<file path="config.mk">
export PLATFORM = sky130hd
export DESIGN_NAME = trivium_stream_w
export DESIGN_NICKNAME = d
export VERILOG_FILES = /design/src/rtl/trivium_stream_w.sv
export SDC_FILE = /design/constraint.sdc
export NUM_CORES = 1
export LEC_CHECK = 0
export ABC_AREA = 1
export BUFFER_PORTS_ARGS = -buffer_cell sky130_fd_sc_hd__clkbuf_2
export CORE_AREA = 2 2 235 237
export CTS_BUF_LIST = sky130_fd_sc_hd__clkbuf_8
export CTS_CLUSTER_SIZE = 10
export DETAILED_ROUTE_END_ITERATION = 10
export DIE_AREA = 0 0 237 239
export PLACE_DENSITY_LB_ADDON = 0.3
export SYNTH_ARGS = -nofsm -noshare
export SYNTH_HDL_FRONTEND = slang
export SYNTH_SLANG_ARGS = --single-unit
export TNS_END_PERCENT = 1
</file>
<file path="constraint.sdc">
create_clock -name clk -period 1.43 [get_ports clk]
set_input_delay 0.0715 -clock clk [delete_from_list [all_inputs] [get_ports clk]]
set_output_delay 0.0715 -clock clk [all_outputs]
set_load 0.02 [all_outputs]
</file>
<file path="src/rtl/trivium_stream_w.sv">
// Trivium stream cipher producing W keystream bits per clock and XORing them onto
// a valid/ready word stream; parallel key/IV load, warm-up, and a per-key word limit.
module trivium_stream_w #(
    parameter int W           = 8,
    parameter int INIT_ROUNDS = 1152,
    parameter int MAX_WORDS   = 2**20
) (
    input  logic          clk,
    input  logic          rst,
    input  logic [79:0]   key_in,
    input  logic [79:0]   iv_in,
    input  logic          load,
    input  logic [W-1:0]  din,
    input  logic          din_valid,
    output logic          din_ready,
    output logic [W-1:0]  dout,
    output logic          dout_valid,
    input  logic          dout_ready,
    output logic          busy,
    output logic          exhausted
);

    localparam int INIT_CYCLES = INIT_ROUNDS / W;
    localparam int IW = (INIT_CYCLES < 1) ? 1 : $clog2(INIT_CYCLES + 1);
    localparam int CW = (MAX_WORDS < 1) ? 1 : $clog2(MAX_WORDS + 1);
    localparam logic [IW-1:0] INIT_LAST = IW'(INIT_CYCLES - 1);
    localparam logic [IW-1:0] INIT_END  = IW'(INIT_CYCLES);
    localparam logic [CW-1:0] WORD_LAST = CW'(MAX_WORDS - 1);
    localparam logic [CW-1:0] WORD_END  = CW'(MAX_WORDS);

    typedef enum logic [1:0] {IDLE, INIT, RUN, EXHAUSTED} state_t;

    state_t         state;
    logic [287:0]   cs;
    logic [287:0]   cs_next;
    logic [287:0]   s;
    logic [W-1:0]   z;
    logic           t1, t2, t3, a1, a2, a3;
    logic [IW-1:0]  init_cnt;
    logic [CW-1:0]  word_cnt;
    logic           handshake;

    // cs[i-1] holds Trivium bit s_i; W update steps are unrolled, z[0] is the earliest bit
    always_comb begin
        s  = cs;
        z  = '0;
        t1 = 1'b0;
        t2 = 1'b0;
        t3 = 1'b0;
        a1 = 1'b0;
        a2 = 1'b0;
        a3 = 1'b0;
        for (int i = 0; i < W; i++) begin
            t1   = s[65]  ^ s[92];
            t2   = s[161] ^ s[176];
            t3   = s[242] ^ s[287];
            z[i] = t1 ^ t2 ^ t3;
            a1   = t1 ^ (s[90]  & s[91])  ^ s[170];
            a2   = t2 ^ (s[174] & s[175]) ^ s[263];
            a3   = t3 ^ (s[285] & s[286]) ^ s[68];
            s    = {s[286:177], a2, s[175:93], a1, s[91:0], a3};
        end
        cs_next = s;
    end

    assign din_ready = (state == RUN) && (!dout_valid || dout_ready) && !load;
    assign handshake = din_valid && din_ready;

    // load overrides everything, even mid-warm-up or after exhaustion
    always_ff @(posedge clk or negedge rst) begin
        if (!rst) begin
            state      <= IDLE;
            cs         <= '0;
            init_cnt   <= '0;
            word_cnt   <= '0;
            dout       <= '0;
            dout_valid <= 1'b0;
            busy       <= 1'b0;
            exhausted  <= 1'b0;
        end else if (load) begin
            state      <= INIT;
            cs         <= {3'b111, 112'b0, iv_in, 13'b0, key_in};
            init_cnt   <= '0;
            word_cnt   <= '0;
            dout_valid <= 1'b0;
            busy       <= 1'b1;
            exhausted  <= 1'b0;
        end else begin
            case (state)
                IDLE: begin
                end
                INIT: begin
                    cs <= cs_next;
                    if (init_cnt != INIT_END) begin
                        init_cnt <= init_cnt + 1'b1;
                    end
                    if (init_cnt >= INIT_LAST) begin
                        state <= RUN;
                        busy  <= 1'b0;
                    end
                end
                RUN, EXHAUSTED: begin
                    if (handshake) begin
                        dout       <= din ^ z;
                        dout_valid <= 1'b1;
                        cs         <= cs_next;
                        if (word_cnt != WORD_END) begin
                            word_cnt <= word_cnt + 1'b1;
                        end
                        if (word_cnt == WORD_LAST) begin
                            state     <= EXHAUSTED;
                            exhausted <= 1'b1;
                        end
                    end else if (dout_ready) begin
                        dout_valid <= 1'b0;
                    end
                end
                default: state <= IDLE;
            endcase
        end
    end

endmodule

</file>
==> summary.txt, run 1 <==
STA
  – Layout Skew: 45.7 ps
  – Maximum clock frequency: roughly 600 MHz
  – Unrepaired setup endpoints after global routing: true
  – Fin crit period: roughly 1700 ps
  – Final Hold Viols: 0
  – Finish-stage setup viols: roughly 310
  – Worst-Margin Slew: approximately 630 ps
  – Fin. max-slew vios: 0
  – Relative slew slack: 58.3%
  – Final worst path period share: 116%
  – Final setup slack of the worst path: -227 ps

Setup path
  – Data required time at the worst endpoint: ~1900 ps
  – Critical path cell sequence: inv_2, a21oi_2, buf_4, nand2_8, buf_12, buf_12, o211ai_1, o21ai_0
  – Library cell appearing most often on the critical path: buf_12
  – Reg-to-reg startpoint: state[1]$_DFFE_PN0P_
  – Reg2Reg Depth: 8
  – Startpoint of the worst setup timing path: state[1]$_DFFE_PN0P_
  – Startpoint type of the worst setup path: flip-flop
  – Reg-to-Reg End: cs[60]$_DFFE_PN0P_
  – Data arrival time of the critical path: around 2200 ps
  – Slowest-stage cell, CP: dfrtp_1
  – Peak fanout along the critical path: 20
  – Setup slack of the worst register-to-register path: -230 ps
  – Setup Crit Path Kind: flip-flop to flip-flop
  – Max incr delay on CP: 370 ps
  – Kind of capture point of the worst setup path: flip-flop

Placed design
  – Number of port buffers: between 150 and 200
  – GPL Wtd Cong: between 0.8 and 0.9
  – Placed wire-length estimate: about 33 mm

Global routing
  – Via count of the first global-routing pass: about 14000
  – Largest net degree at the start of global routing: 107
  – Overall overflow remaining after global route: 0
  – First-pass GRT wire length: around 78 mm
  – Overall track demand over capacity in global routing: roughly 17%
  – Number of antenna violations at the first check in global routing: 0

Synth
  – Total of warnings raised by yosys: 0
  – Post-synthesis cell count: 1899
  – Post-Synthesis Cell Area: between 15000 and 20000 um^2
  – Post-Synthesis Mean Instance Area: between 8 and 9 um^2
  – Post-synth ARST share: between 90% and 100%
  – Sequential share of the synthesized area: between 50% and 60%
  – Seq cells post-synth: 330
  – Post-synth EDFFs: 0
  – Cells taking the most area after synthesis: dfrtp_1, nand2_1, o21ai_0
  – Post-synth top area share: 51.3%
  – Cell taking the most area after synthesis: dfrtp_1
  – Top FF cell, synth: dfrtp_1
  – Post-Syn Nets: 2076
  – Post-synthesis cell type count: 33

Cells and area
  – Final Util: 40.7%
  – NumNets Final: 2520
  – Synth-to-Final Area Change: 37.4%
  – Register cell area after layout: between 8000 and 9000 um^2
  – Number of diodes: 0
  – Count of filler cells inserted in the layout: 5364
  – Multi-input combinational cell area: approximately 6600 um^2
  – Layout cell share with drive strength beyond 1: 20.4%

Detailed routing
  – Routed wire per std cell: approximately 16 um
  – Initial DRC Count: between 900 and 1000
  – DRT Pass-1 Iters: 5
  – Post-route DRC violation count: 0
  – Overall routed net length: just under 50 mm
  – Antenna Nets Post-Route: 0
  – Via count of the routed design: 14300
  – Post-detailed-route via-to-cell ratio: 4.64

Clock tree
  – Clock sinks: 330
  – Insertion delay to the later sink of the worst-skew pair: about 660 ps
  – Cell at the root of the clock tree: clkbuf_8
  – Clock buffers created by TritonCTS: 59
  – Clock transition at path regs: about 70 ps
  – Deepest clock path buffer count: 3
  – Deepest level of the CTS H-tree: 2
  – Clock tree from TritonCTS: yes

Floorplan
  – Die height: about 240 um
  – Die span in x: 237 um
  – Die Outline Area: around 57000 um^2
  – Starting density of the core: between 20 and 30%
  – Number of I/O pins: 185
  – Number of cell rows: between 80 and 90
  – Core area: roughly 54000 um^2

Worst hold path
  – HP Class: input port to flip-flop
  – Hold Path Stages: 3
  – Min-Delay Startpoint: load
  – Worst Hold End: state[1]$_DFFE_PN0P_

Pwr
  – IR Drop Worst-Case VDD: 0.608 mV
  – Pwr/cell area: roughly 1500 nW/um^2
  – Total chip power: 32.6 mW
  – Total leakage power: about 10 nW

Outcome
  – Outcome: finished with violations
  – Violated checks: negative setup slack

Run
  – Max Cap Violations: 0
==> stage by stage <==
step	hold WS, ps	setup slack (ps)	setup TNS [ps]	area [um^2]	std cells
2_1_floorplan	-224	-0.984	-87.0	16100	1899
5_1_grt	171	-320	-66880	22100	3087
3_3_place_gp	14.1	-176	-29020	18800	2806
4_1_cts	114	-262	-35230	22000	3087
6_report	178	-227	-36110	22100	3087
3_5_place_dp	14.8	-255	-45630	18800	2806
==> cell type report <==
class | count | share of cell area (%)
clock buffer | 78 | 4.85
clock inverter | 23 | 0.662
inverter | 234 | 4.05
multi-input combinational | 1214 | 29.8
sequential | 330 | 37.3
tap | 704 | 3.98
timing repair buffer | 504 | 19.3
==> power breakdown <==
| group | switching, mW | leakage, nW | internal, mW | total [mW] |
|---|---|---|---|---|
| registers | 1.18 | 4.18 | 11.6 | 12.8 |
| logic | 6.15 | 5.53 | 4.51 | 10.7 |
| clock network | 4.01 | 0.692 | 5.17 | 9.18 |
==> cells by family after synthesis <==
kind of cell    count (synthesis)  synth area share, %
buf+inv                       356                 8.95
simple gates                  669                 16.7
xor+xnor                       90                 4.90
fa+ha+maj                       4                0.311
flops                         330                 51.3
compound gates                450                 17.9
==> cell usage after synthesis, types with 5 or more instances <==
cell and number:
nand2_1 462, dfrtp_1 330, inv_1 231, o21ai_0 178
o211ai_1 114, nand3_1 96, nor2_1 93, clkbuf_1 63
xor2_1 53, buf_2 48, o31ai_1 46, a31oi_1 37
xnor2_1 37, o21ai_1 34, o31ai_2 19, a21o_1 12
a21oi_1 8, nand4_1 5
==> per-layer routing <==
| layer | part of all wire (%) | track usage [%] | wire [um] |
|---|---|---|---|
| met1 | 46 | 23.4 | 22400 |
| met2 | 46 | 27.4 | 22300 |
| met3 | 5.0 | 3.61 | 2430 |
| met4 | 3.3 | 6.39 | 1620 |
| met5 | 0 | 0 | 0 |
==> critical path, delay by kind of cell (launching register included) <==
kind / cells / cell delay, ps
compound gates: 3 / 360
buf+inv: 4 / 590
flops: 1 / 370
simple gates: 1 / 140
==> sequential cells by signal, indices dropped and copies added (netlist names) <==
signal / count
busy: 1
cs: 288
dout: 8
dout_valid: 1
exhausted: 1
init_cnt: 8
state: 2
word_cnt: 21
==> worst max path at each step <==
stage,endpoint,cells past startpoint
6_report,cs[60]$_DFFE_PN0P_,8
5_1_grt,cs[15]$_DFFE_PN0P_,8
4_1_cts,din_ready,4
3_5_place_dp,cs[11]$_DFFE_PN0P_,8
3_3_place_gp,cs[95]$_DFFE_PN0P_,8
2_1_floorplan,cs[78]$_DFFE_PN0P_,6
==> what timing repair did <==
action,in CTS,in global routing
pin swaps,4,20
hold endpoints to repair,511,0
hold buffers,173,0
gates cloned,3,0
setup buffers,4,0
gates resized for setup,26,60
setup endpoints to repair,321,331
==> layout by cell type (no fill, tap or decap), drive strengths merged, types with 3 or more instances in the layout <==
master / count
ha: 4
nor2: 94
nor3: 4
o211ai: 114
nand3: 96
nand2: 464
a21oi: 8
a31oi: 37
buf: 148
o31ai: 65
inv: 249
a21o: 12
xnor2: 37
dlygate4sd3: 173
xor2: 53
clkinv: 6
dfrtp: 330
or2: 3
nand4: 6
clkbuf: 259
o21ai: 212
(Power assumes the default switching activity.)
==> inputs of run 2 (changes only) <==
CTS_BUF_LIST = not set   (was sky130_fd_sc_hd__clkbuf_8)
PLACE_DENSITY_LB_ADDON = not set   (was 0.3)
==> run 2 against run 1 <==
Against the previous run: the run still ends with negative setup slack left; clock skew is 25 ps lower; sequential share of layout area is 0.45 points lower; highest routed layer is now met5; critical path type is now flip-flop to output port; global-route usage is 0.23 points lower; utilization is 0.50 points higher; hold slack worse by 160 ps.
==> summary.txt, run 2 (synthesis results as in run 1) <==
Cells and area
  – Register cell area after layout: around 8300 um^2
  – Count of filler cells inserted in the layout: between 5000 and 6000
  – Commonest cells after routing, fill and taps aside: nand2_1, dfrtp_1, inv_1
  – Layout cell share with drive strength beyond 1: 21.3%
  – Top register by number of flip-flops: cs
  – Most common cell after layout, fill and taps aside: nand2_1
  – Multi-input combinational cell area: a little under 7000 um^2
  – Top Registers: cs x288, word_cnt x21
  – Synth-to-Final Area Change: 39.1%
  – Flip-flop count of the largest register after layout: about 290
  – NumNets Final: about 2500

Global routing
  – Overall overflow remaining after global route: 0
  – Largest net degree at the start of global routing: ~110
  – Overall track demand over capacity in global routing: between 15 and 20%
  – Via count of the first global-routing pass: 14600
  – Number of antenna violations at the first check in global routing: 5
  – First-pass GRT wire length: about 77 mm

Floorplan
  – Starting density of the core: approximately 30%
  – Core area: between 50000 and 60000 um^2
  – Die span in x: between 200 and 250 um
  – Die height: about 240 um
  – Die Outline Area: ~57000 um^2
  – Number of I/O pins: about 190
  – Number of cell rows: 86

Run
  – Max Cap Violations: 0

Clock tree
  – Clock tree from TritonCTS: yes
  – Insertion delay to the later sink of the worst-skew pair: around 560 ps
  – Clock transition at path regs: approximately 60 ps
  – Deepest level of the CTS H-tree: 2
  – Deepest clock path buffer count: 3
  – Clock buffers created by TritonCTS: a little over 40
  – Cell at the root of the clock tree: clkbuf_16
  – Clock sinks: 330

Pwr
  – Pwr/cell area: 1510 nW/um^2
  – Total leakage power: about 10 nW
  – IR Drop Worst-Case VDD: slightly below 0.8 mV

STA
  – Relative slew slack: a little over half
  – Maximum clock frequency: 621 MHz
  – Worst-Margin Slew: ~720 ps
  – Fin crit period: roughly 1600 ps
  – WHS: 13.9 ps
  – Final worst path period share: 113%
  – Fin. max-slew vios: 0
  – Unrepaired setup endpoints after global routing: true
  – Final Hold Viols: 0
  – Final setup slack of the worst path: -179 ps
  – Layout Skew: between 20 and 25 ps
  – Finish-stage setup viols: 290

Placed design
  – Number of port buffers: about 180
  – Dpl ws: -202 ps
  – GPL Wtd Cong: 0.882
  – Placed wire-length estimate: between 30 and 40 mm

Detailed routing
  – Routed wire per std cell: about 16 um
  – Antenna Nets Post-Route: 0
  – DRT Pass-1 Iters: 5
  – Initial DRC Count: approximately 1000
  – Overall routed net length: ~49 mm
  – Post-detailed-route via-to-cell ratio: about 4.7
  – Via count of the routed design: 14400
  – Post-route DRC violation count: 0

Setup path
  – Peak fanout along the critical path: 3
  – Slowest-stage cell, CP: dfrtp_1
  – Startpoint type of the worst setup path: flip-flop
  – Kind of capture point of the worst setup path: output port
  – Max incr delay on CP: about 360 ps
  – Setup Crit Path Kind: flip-flop to output port
  – Critical path cell sequence: inv_2, nor2_4, buf_4, and3_4, clkbuf_8
  – Data arrival time of the critical path: about 1500 ps
  – Data required time at the worst endpoint: between 1000 and 1500 ps

Outcome
  – Violated checks: negative setup slack
  – Outcome: finished with violations

Worst hold path
  – HP Class: input port to flip-flop
==> run 2: worst max-delay path: cells and delay by family, from the launching register on <==
family                 cells  cell delay [ps]
buffers and inverters      3              330
DFF                        1              360
and+or+nand+nor            2              290
==> run 2: what timing repair did <==
action	in CTS	in global routing
gates resized for setup	35	154
hold endpoints to repair	499	0
hold buffers	172	0
buffers inserted	2	6
pin swaps	3	9
gates cloned	1	4
endpoints found under the setup margin	289	340
==> run 2: layer usage <==
| layer | routed length (um) | GRT usage (%) |
|---|---|---|
| met1 | 22000 | 22.4 |
| met4 | 1210 | 4.97 |
| met3 | 2090 | 3.04 |
| met5 | 55 | 0 |
| met2 | 23900 | 28.8 |
==> run 2: final timing paths <==
check | to | startpoint | cells past startpoint | slack, ps
setup / recovery | din_ready | state[1]$_DFFE_PN0P_ | 5 | -180
hold / removal | busy$_DFFE_PN0P_ | load | 4 | 10
setup reg to reg | cs[272]$_DFFE_PN0P_ | state[1]$_DFFE_PN0P_ | 8 | -160
hold reg to reg | cs[215]$_DFFE_PN0P_ | cs[215]$_DFFE_PN0P_ | 2 | 480
max in group asynchronous | cs[271]$_DFFE_PN0P_ | rst | 3 | 330
min in group asynchronous | cs[3]$_DFFE_PN0P_ | rst | 3 | 170
==> run 2: final cells by class <==
class,instances,share of cell area (%)
clock buffers,52,5.23
repair buffers,515,19.5
flip-flops and latches,330,36.9
diodes,1,0.0112
well taps,704,3.93
inverters,234,3.99
multi-input cells,1214,30.2
clock inverters,5,0.251
==> run 2: through the flow <==
stage,utilization (%),std cells,power [mW],setup TNS (ps),instance area [um^2]
6_report,41.2,3055,33.9,-20910,22400
5_1_grt,41.2,3054,36.0,-47930,22400
4_1_cts,40.4,3044,33.6,-19070,21900
3_5_place_dp,34.6,2812,23.0,-15890,18800
3_3_place_gp,34.6,2812,22.8,-12720,18800
2_1_floorplan,-,1899,18.6,-87.0,16100
==> run 2: where the power goes <==
group | internal [mW] | switching, mW
combinational | 4.91 | 6.45
sequential | 11.6 | 1.20
clock | 5.84 | 3.90
total | 22.3 | 11.6
